## src/rtl/cpu_pkg.sv

```systemverilog
// Shared CPU datapath constants and word type used by the A/D registers.
package cpu_pkg;

    localparam int unsigned DATA_W = 16;
    localparam int unsigned ADDR_W = 15;

    typedef logic [DATA_W-1:0] word_t;

    localparam word_t WORD_ZERO = '0;

endpackage : cpu_pkg

```

## src/rtl/reg16_if.sv

```systemverilog
// Data/enable bundle for reg16; out_par exists only when REG16_PARITY_EN is defined.
interface reg16_if
    import cpu_pkg::*;
#(
    parameter int unsigned WIDTH = DATA_W
) ();

    logic [WIDTH-1:0] in;
    logic             load;
    logic [WIDTH-1:0] out;
`ifdef REG16_PARITY_EN
    logic             out_par;
`endif

`ifdef REG16_PARITY_EN
    modport master (output in, output load, input out, input out_par);
    modport slave  (input in, input load, output out, output out_par);
`else
    modport master (output in, output load, input out);
    modport slave  (input in, input load, output out);
`endif

endinterface : reg16_if

```

## src/rtl/reg16_bit_cell.sv

```systemverilog
// Single-bit loadable flop with asynchronous active-low reset to a per-cell value.
module bit_cell (
    input  logic clk,
    input  logic rst,
    input  logic d,
    input  logic load,
    input  logic rst_val,
    output logic q
);

    always_ff @(posedge clk or negedge rst) begin
        if (!rst) begin
            q <= rst_val;
        end else if (load) begin
            q <= d;
        end
    end

endmodule : bit_cell

```

## src/rtl/reg16.sv

```systemverilog
// Loadable data register (CPU A/D registers) built from bit_cell flops.
// Optional REG16_PARITY_EN adds a registered even-parity bit out_par.
module reg16
    import cpu_pkg::*;
#(
    parameter int unsigned      WIDTH       = DATA_W,
    parameter logic [WIDTH-1:0] RESET_VALUE = WIDTH'(WORD_ZERO)
) (
    input  logic    clk,
    input  logic    rst,
    reg16_if.slave  bus
);

    logic [WIDTH-1:0] q_w;

    for (genvar i = 0; i < WIDTH; i++) begin : g_bit
        bit_cell u_cell (
            .clk     (clk),
            .rst     (rst),
            .d       (bus.in[i]),
            .load    (bus.load),
            .rst_val (RESET_VALUE[i]),
            .q       (q_w[i])
        );
    end

    assign bus.out = q_w;

`ifdef REG16_PARITY_EN
    logic par_q;

    // Parity is captured from in alongside the data, never derived from out.
    bit_cell u_par (
        .clk     (clk),
        .rst     (rst),
        .d       (^bus.in),
        .load    (bus.load),
        .rst_val (^RESET_VALUE),
        .q       (par_q)
    );

    assign bus.out_par = par_q;
`endif

endmodule : reg16

```

## src/flat_wrapper.sv

```systemverilog
// flat-port wrapper written by rule: the top's interface ports become plain ports
module reg16_flat import cpu_pkg::*;
#(
    parameter int unsigned      WIDTH       = DATA_W,
    parameter logic [WIDTH-1:0] RESET_VALUE = WIDTH'(WORD_ZERO)
)
  (clk, rst, bus_in, bus_load, bus_out);
  reg16_if #(.WIDTH(WIDTH)) bus_i ();
  input  logic clk;
  input  logic rst;
  input wire logic [$bits(bus_i.in)-1:0] bus_in;
  input wire logic [$bits(bus_i.load)-1:0] bus_load;
  output wire logic [$bits(bus_i.out)-1:0] bus_out;
  assign bus_i.in = bus_in;
  assign bus_i.load = bus_load;
  assign bus_out = bus_i.out;
  reg16 #(.WIDTH(WIDTH), .RESET_VALUE(RESET_VALUE)) u_core (.clk(clk), .rst(rst), .bus(bus_i));
endmodule
```

## config.mk

```make
export PLATFORM = sky130hd
export DESIGN_NAME = reg16_flat
export DESIGN_NICKNAME = d
export VERILOG_FILES = /design/src/rtl/cpu_pkg.sv /design/src/rtl/reg16_if.sv /design/src/rtl/reg16_bit_cell.sv /design/src/rtl/reg16.sv /design/src/flat_wrapper.sv
export SDC_FILE = /design/constraint.sdc
export NUM_CORES = 1
export LEC_CHECK = 0
export CAP_MARGIN = 0
export CORE_UTILIZATION = 29
export CTS_CLUSTER_DIAMETER = 60
export DETAILED_ROUTE_END_ITERATION = 8
export PLACE_DENSITY_LB_ADDON = 0.2
export SETUP_SLACK_MARGIN = 0.1
export SLEW_MARGIN = 20
export SYNTH_ARGS = -nofsm -noshare
export SYNTH_HDL_FRONTEND = slang
export SYNTH_SLANG_ARGS = --single-unit
```

## constraint.sdc

```tcl
create_clock -name clk -period 2.3 [get_ports clk]
set_clock_uncertainty 0.15 [all_clocks]
set_input_delay 0.345 -clock clk [delete_from_list [all_inputs] [get_ports clk]]
set_output_delay 0.345 -clock clk [all_outputs]
set_load 0.02 [all_outputs]
```

After elaboration in Yosys (flattened, before gate mapping)
Index checks and enable logic that the tools add are counted.
Storage, ports and cells
  flip-flop bits (word level): 16
  output and inout port bits: 16
  logic and storage cells: 16
  memories: 0
  bits of input ports: 19
  memory bits (read-only): 0
  memory bits (writable): 0
  bits in latches: 0
Cells by class
  add/sub/neg operators: 0
  shifts and indexed selects: 0
  equality and inequality tests: 0
  reductions and logical operators: 0
  bitwise gates (word level): 0
  $mul: 0
  multiplexer cells: 0
  divide/modulo/power cells: 0
  magnitude comparators: 0

Depth between registers and ports, before layout
Gate-level depths: netlist of the first run.
  depth in word-level cells: 0
  gate-level depth with buffers: 3
  mapped depth without buffers: 1

Worst setup path before layout of the first run
No wires, ideal clock.
  path kind: input to register
  start: input bus_load
  end: register u_core.g_bit[0].u_cell.q
  slack: 1143 ps
  data arrival time: 881 ps
  cell stages on the path: 3
  required time: 2025 ps
  cells stage by stage: buf_6 -> buf_12 -> mux2_4
RTL lines
  from (decl): RTL line flat_wrapper.sv:12  | input wire logic [$bits(bus_i.load)-1:0] bus_load;
  to (signal assigned): RTL line reg16_bit_cell.sv:13  | q <= rst_val;
  to (decl): RTL line reg16_bit_cell.sv:8  | output logic q
No word-level cell between the ends.

Worst setup path after layout of the first run
  start: register u_core.g_bit[0].u_cell.q
  end: output bus_out[0]
RTL lines
  to (decl): RTL line flat_wrapper.sv:13  | output wire logic [$bits(bus_i.out)-1:0] bus_out;
No word-level cell between the ends.

==> metrics, run 1 <==
Placer Congestion 0.5616; worst slew pin tran 698.4 ps; commonest non-fill, non-tap cell in the layout clkdlybuf4s50_1; Final period util 75.74%; Synth top area share 52.03%; Placed Cells 97; via/cell ratio 4.149; Mapped Cells 50; Yosys cell types 6; Max Freq 0.5740 GHz; drt first pass iters 2; flop2flop setup slack 1390 ps; Largest register FFs 16; DR vias 419; CTS Root Cell clkbuf_4; finished layout cell area 1040 sq um; worst hold slack 334.6 ps; sequential share of the synthesized area 52.03%; vias in the first global route 419; critical path's top delay family buffers and inverters; top cell type by total area after synthesis dfrtp_1; biggest regs u_core.g_bit.u_cell.q x16; Critical Path Fanout Max 2; Hold Path Class in -> async; initial antenna violation count 0; pins over their slew limit 0; top cells by area, synth dfrtp_1 52%, mux2_4 20%, buf_4 16%; Crit. Startpoint u_core.g_bit[0].u_cell.q; CTS tree yes; Final Instance Count excl. Fillers 101; # port buffers 34; die width 53.51 microns; #FFs+latches synth 16; post-synthesis cell area 769.5 sq um; total power 0.6778 mW; DR iter-0 viols 2; layout cells sized above 1 29.58%; largest net degree at the start of global routing 17; CP max stage cell clkdlybuf4s50_1; Tot GR Track Use 9.487%; Finish-stage setup viols 0; CP max stage delay 610 ps; Core ar. 2500 sq um; H-tree Lvls 1; Bufs and invs on worst path 1; Crit. End Element output pin; hpwl dp 777.2 microns; Worst-path clk slew 90 ps; number of synthesis warnings 0; Worst-Skew Late Latency 270 ps; final worst setup slack 557.9 ps; Final nets 91; number of diodes 0; slew margin rel. 53.30%; Critical Path Start Type flop; Util after Layout 41.59%; row count 18; PD cells 651.9 nW/um^2; final WL 1076 microns; Leak Pwr 0.4515 nW; setup TNS 0 ps; CP Class reg -> out; die area 2863 sq um; clk sinks 16; RSZ-0062 raised after global routing false; critical path required time 1800 ps; CP Cell Sequence clkdlybuf4s50_1; post-CTS setup buffers 0; Post-CTS Hold Buffers 0; Worst Path Arrival 1250 ps; Final ANT Viol Nets 0; R2R Path End u_core.g_bit[0].u_cell.q; first-pass GRT wire length 1821 microns; Fin. Hold Viols 0; worst r2r path cells 1; IO Pins 35; Min Clock Period, post-route 1742 ps; reg2reg start u_core.g_bit[0].u_cell.q; Worst Setup Slack post-DPL 564.9 ps; Post-CTS Resized 0; peak supply drop 0.2832 mV; Synth Area per Inst 15.39 sq um; Mapped Nets 69; placed inst area 1003 sq um; # DRC 0; Bufs on Longest Clock Path 2; Die Span Y 53.51 microns; Reg with most FFs u_core.g_bit.u_cell.q; most frequent cells in the layout 34 x clkdlybuf4s50_1, 16 x dfrtp_1, 10 x mux2_4, 6 x mux2_2, 3 x clkbuf_4; GRT overflow 0; wire per inst 10.65 microns; status finished clean; max cap viols 0; Area Overhead vs Synth 35.12%; CTS buffer count 3; initial core utilization 30.78%
[cell families after synthesis]
kind of cell / Yosys count / share of synthesized area (%)
buf+inv: 18 / 19.68
flops: 16 / 52.03
mux: 16 / 28.29
[routing by layer]
layer | up-vias | wire (microns) | track usage [%]
met5 | - | 0 | 0
met4 | 0 | 13 | 6.579
met3 | 2 | 140 | 4.885
met2 | 25 | 437 | 12.29
met1 | 201 | 484 | 11.89
li1 | 191 | - | -
[synthesized netlist by cell type (all sizes together)]
library cell  instances
buf                  18
dfrtp                16
mux2                 16
[cell type report]
type	count	area, sq um
Tap cell	30	37.54
Multi-Input combinational cell	16	217.7
Sequential cell	16	400.4
Clock buffer	4	36.28
Timing Repair Buffer	35	347.8
Fill cell	257	1460
[where the power goes]
part / total, mW / switching, mW / internal [mW]
clock: 0.177 / 0.0810 / 0.0961
sequential: 0.324 / 0.0146 / 0.309
combinational: 0.177 / 0.0676 / 0.109
total: 0.678 / 0.163 / 0.515
[worst max path at each step]
stage | depth (start not counted) | end
floorplan | 3 | u_core.g_bit[0].u_cell.q
global placement | 3 | u_core.g_bit[4].u_cell.q
detailed placement | 3 | u_core.g_bit[6].u_cell.q
CTS | 1 | bus_out[0]
global route | 1 | bus_out[11]
finish | 1 | bus_out[0]
Power figures use the tool's default switching activity.
==> run 2, diff against run 1 <==
==> constraint.sdc (replaced) <==
create_clock -name clk -period 1.7 [get_ports clk]
set_clock_uncertainty 0.15 [all_clocks]
set_input_delay 0.255 -clock clk [delete_from_list [all_inputs] [get_ports clk]]
set_output_delay 0.255 -clock clk [all_outputs]
set_load 0.02 [all_outputs]
==> metrics, run 2 (same netlist as run 1, synthesis figures left out) <==
die width 53.51 microns; Die Span Y 53.51 microns; Placer Congestion 0.5602; Worst-Skew Late Latency 280 ps; DR vias 411; slew margin rel. 85.12%; Bufs on Longest Clock Path 2; IO Pins 35; commonest non-fill, non-tap cell in the layout clkdlybuf4s50_1; Post-CTS Resized 16; critical path required time 1290 ps; drt first pass iters 1; Leak Pwr 0.4833 nW; final WL 1180 microns; Reg with most FFs u_core.g_bit.u_cell.q; post-CTS setup buffers 0; Min Clock Period, post-route 1399 ps; Bufs and invs on worst path 1; CTS buffer count 3; max cap viols 0; Worst Path Arrival 990 ps; biggest regs u_core.g_bit.u_cell.q x16; Worst-path clk slew 90 ps; Tot GR Track Use 9.259%; # DRC 0; die area 2863 sq um; CP max stage cell dfrtp_1; largest net degree at the start of global routing 17; initial core utilization 30.78%; row count 18; setup TNS 0 ps; Util after Layout 41.59%; vias in the first global route 427; Final Instance Count excl. Fillers 102; Final period util 82.31%; pins over their slew limit 0; Placed Cells 98; Fillers 253; PD cells 866.1 nW/um^2; finished layout cell area 1040 sq um; CP Cell Sequence dlygate4sd2_1; CP Class reg -> out; RSZ-0062 raised after global routing false; Post-CTS Hold Buffers 0; Area Overhead vs Synth 35.12%; Critical Path Fanout Max 2; Max Freq 0.7146 GHz; Critical Path Start Type flop; Hold Path Class in -> async; first-pass GRT wire length 1835 microns; CTS tree yes; CTS Root Cell clkbuf_4; Largest register FFs 16; status finished clean; worst slew pin tran 224.0 ps; DR iter-0 viols 0; H-tree Lvls 1; peak supply drop 0.4101 mV; initial antenna violation count 0; placed inst area 1023 sq um; Final nets 92; layout cells sized above 1 30.56%; critical path's top delay family flip-flops; most frequent cells in the layout 18 x clkdlybuf4s50_1, 16 x dlygate4sd2_1, 16 x dfrtp_1, 10 x mux2_4, 6 x mux2_2; Crit. End Element output pin; clk sinks 16; GRT overflow 0; CP max stage delay 390 ps; Fin. Hold Viols 0; number of diodes 0; Final ANT Viol Nets 0; via/cell ratio 4.029; # port buffers 34; wire per inst 11.57 microns; Core ar. 2500 sq um; Finish-stage setup viols 0
==> run 2: power breakdown <==
group	internal, mW	switching [mW]	leakage (nW)
clock network	0.130	0.115	0.0210
registers	0.418	0.0181	0.187
logic	0.125	0.0936	0.275
==> run 2: stage by stage <==
step                worst slack (ps)  hold slack [ps]  total power [mW]
floorplan                      633.4           -190.6            0.6161
global placement               136.8            338.8            0.6927
detailed placement             127.9            346.7            0.6944
CTS                            283.3            138.5            0.9127
global route                   240.1            136.1            0.9524
finish                         300.7            138.2            0.9005
==> run 2: worst paths after layout <==
| check | start | endpoint | slack (ps) | cells past startpoint |
|---|---|---|---|---|
| setup / recovery | u_core.g_bit[9].u_cell.q | bus_out[9] | 300 | 1 |
| min in group clk | u_core.g_bit[7].u_cell.q | u_core.g_bit[7].u_cell.q | 360 | 1 |
| setup reg to reg | u_core.g_bit[15].u_cell.q | u_core.g_bit[15].u_cell.q | 780 | 1 |
| max in group asynchronous | rst | u_core.g_bit[3].u_cell.q | 1090 | 2 |
| hold reg to reg | u_core.g_bit[7].u_cell.q | u_core.g_bit[7].u_cell.q | 360 | 1 |
| hold / removal | rst | u_core.g_bit[5].u_cell.q | 140 | 2 |
==> run 2: final cells by class <==
cell class              count  area, sq um  share of cell area [%]
flip-flops and latches     16        400.4                   38.51
clock buffers               4        36.28                   3.490
repair buffers             36        347.8                   33.45
multi-input cells          16        217.7                   20.94
well taps                  30        37.54                   3.610
==> run 2: routing by layer <==
layer | share of wire [%] | track usage, % | wire length [microns]
met3 | 12 | 3.161 | 141
met5 | 0 | 0 | 0
met1 | 50 | 11.75 | 587
met2 | 38 | 12.92 | 450
met4 | 0 | 6.579 | 0
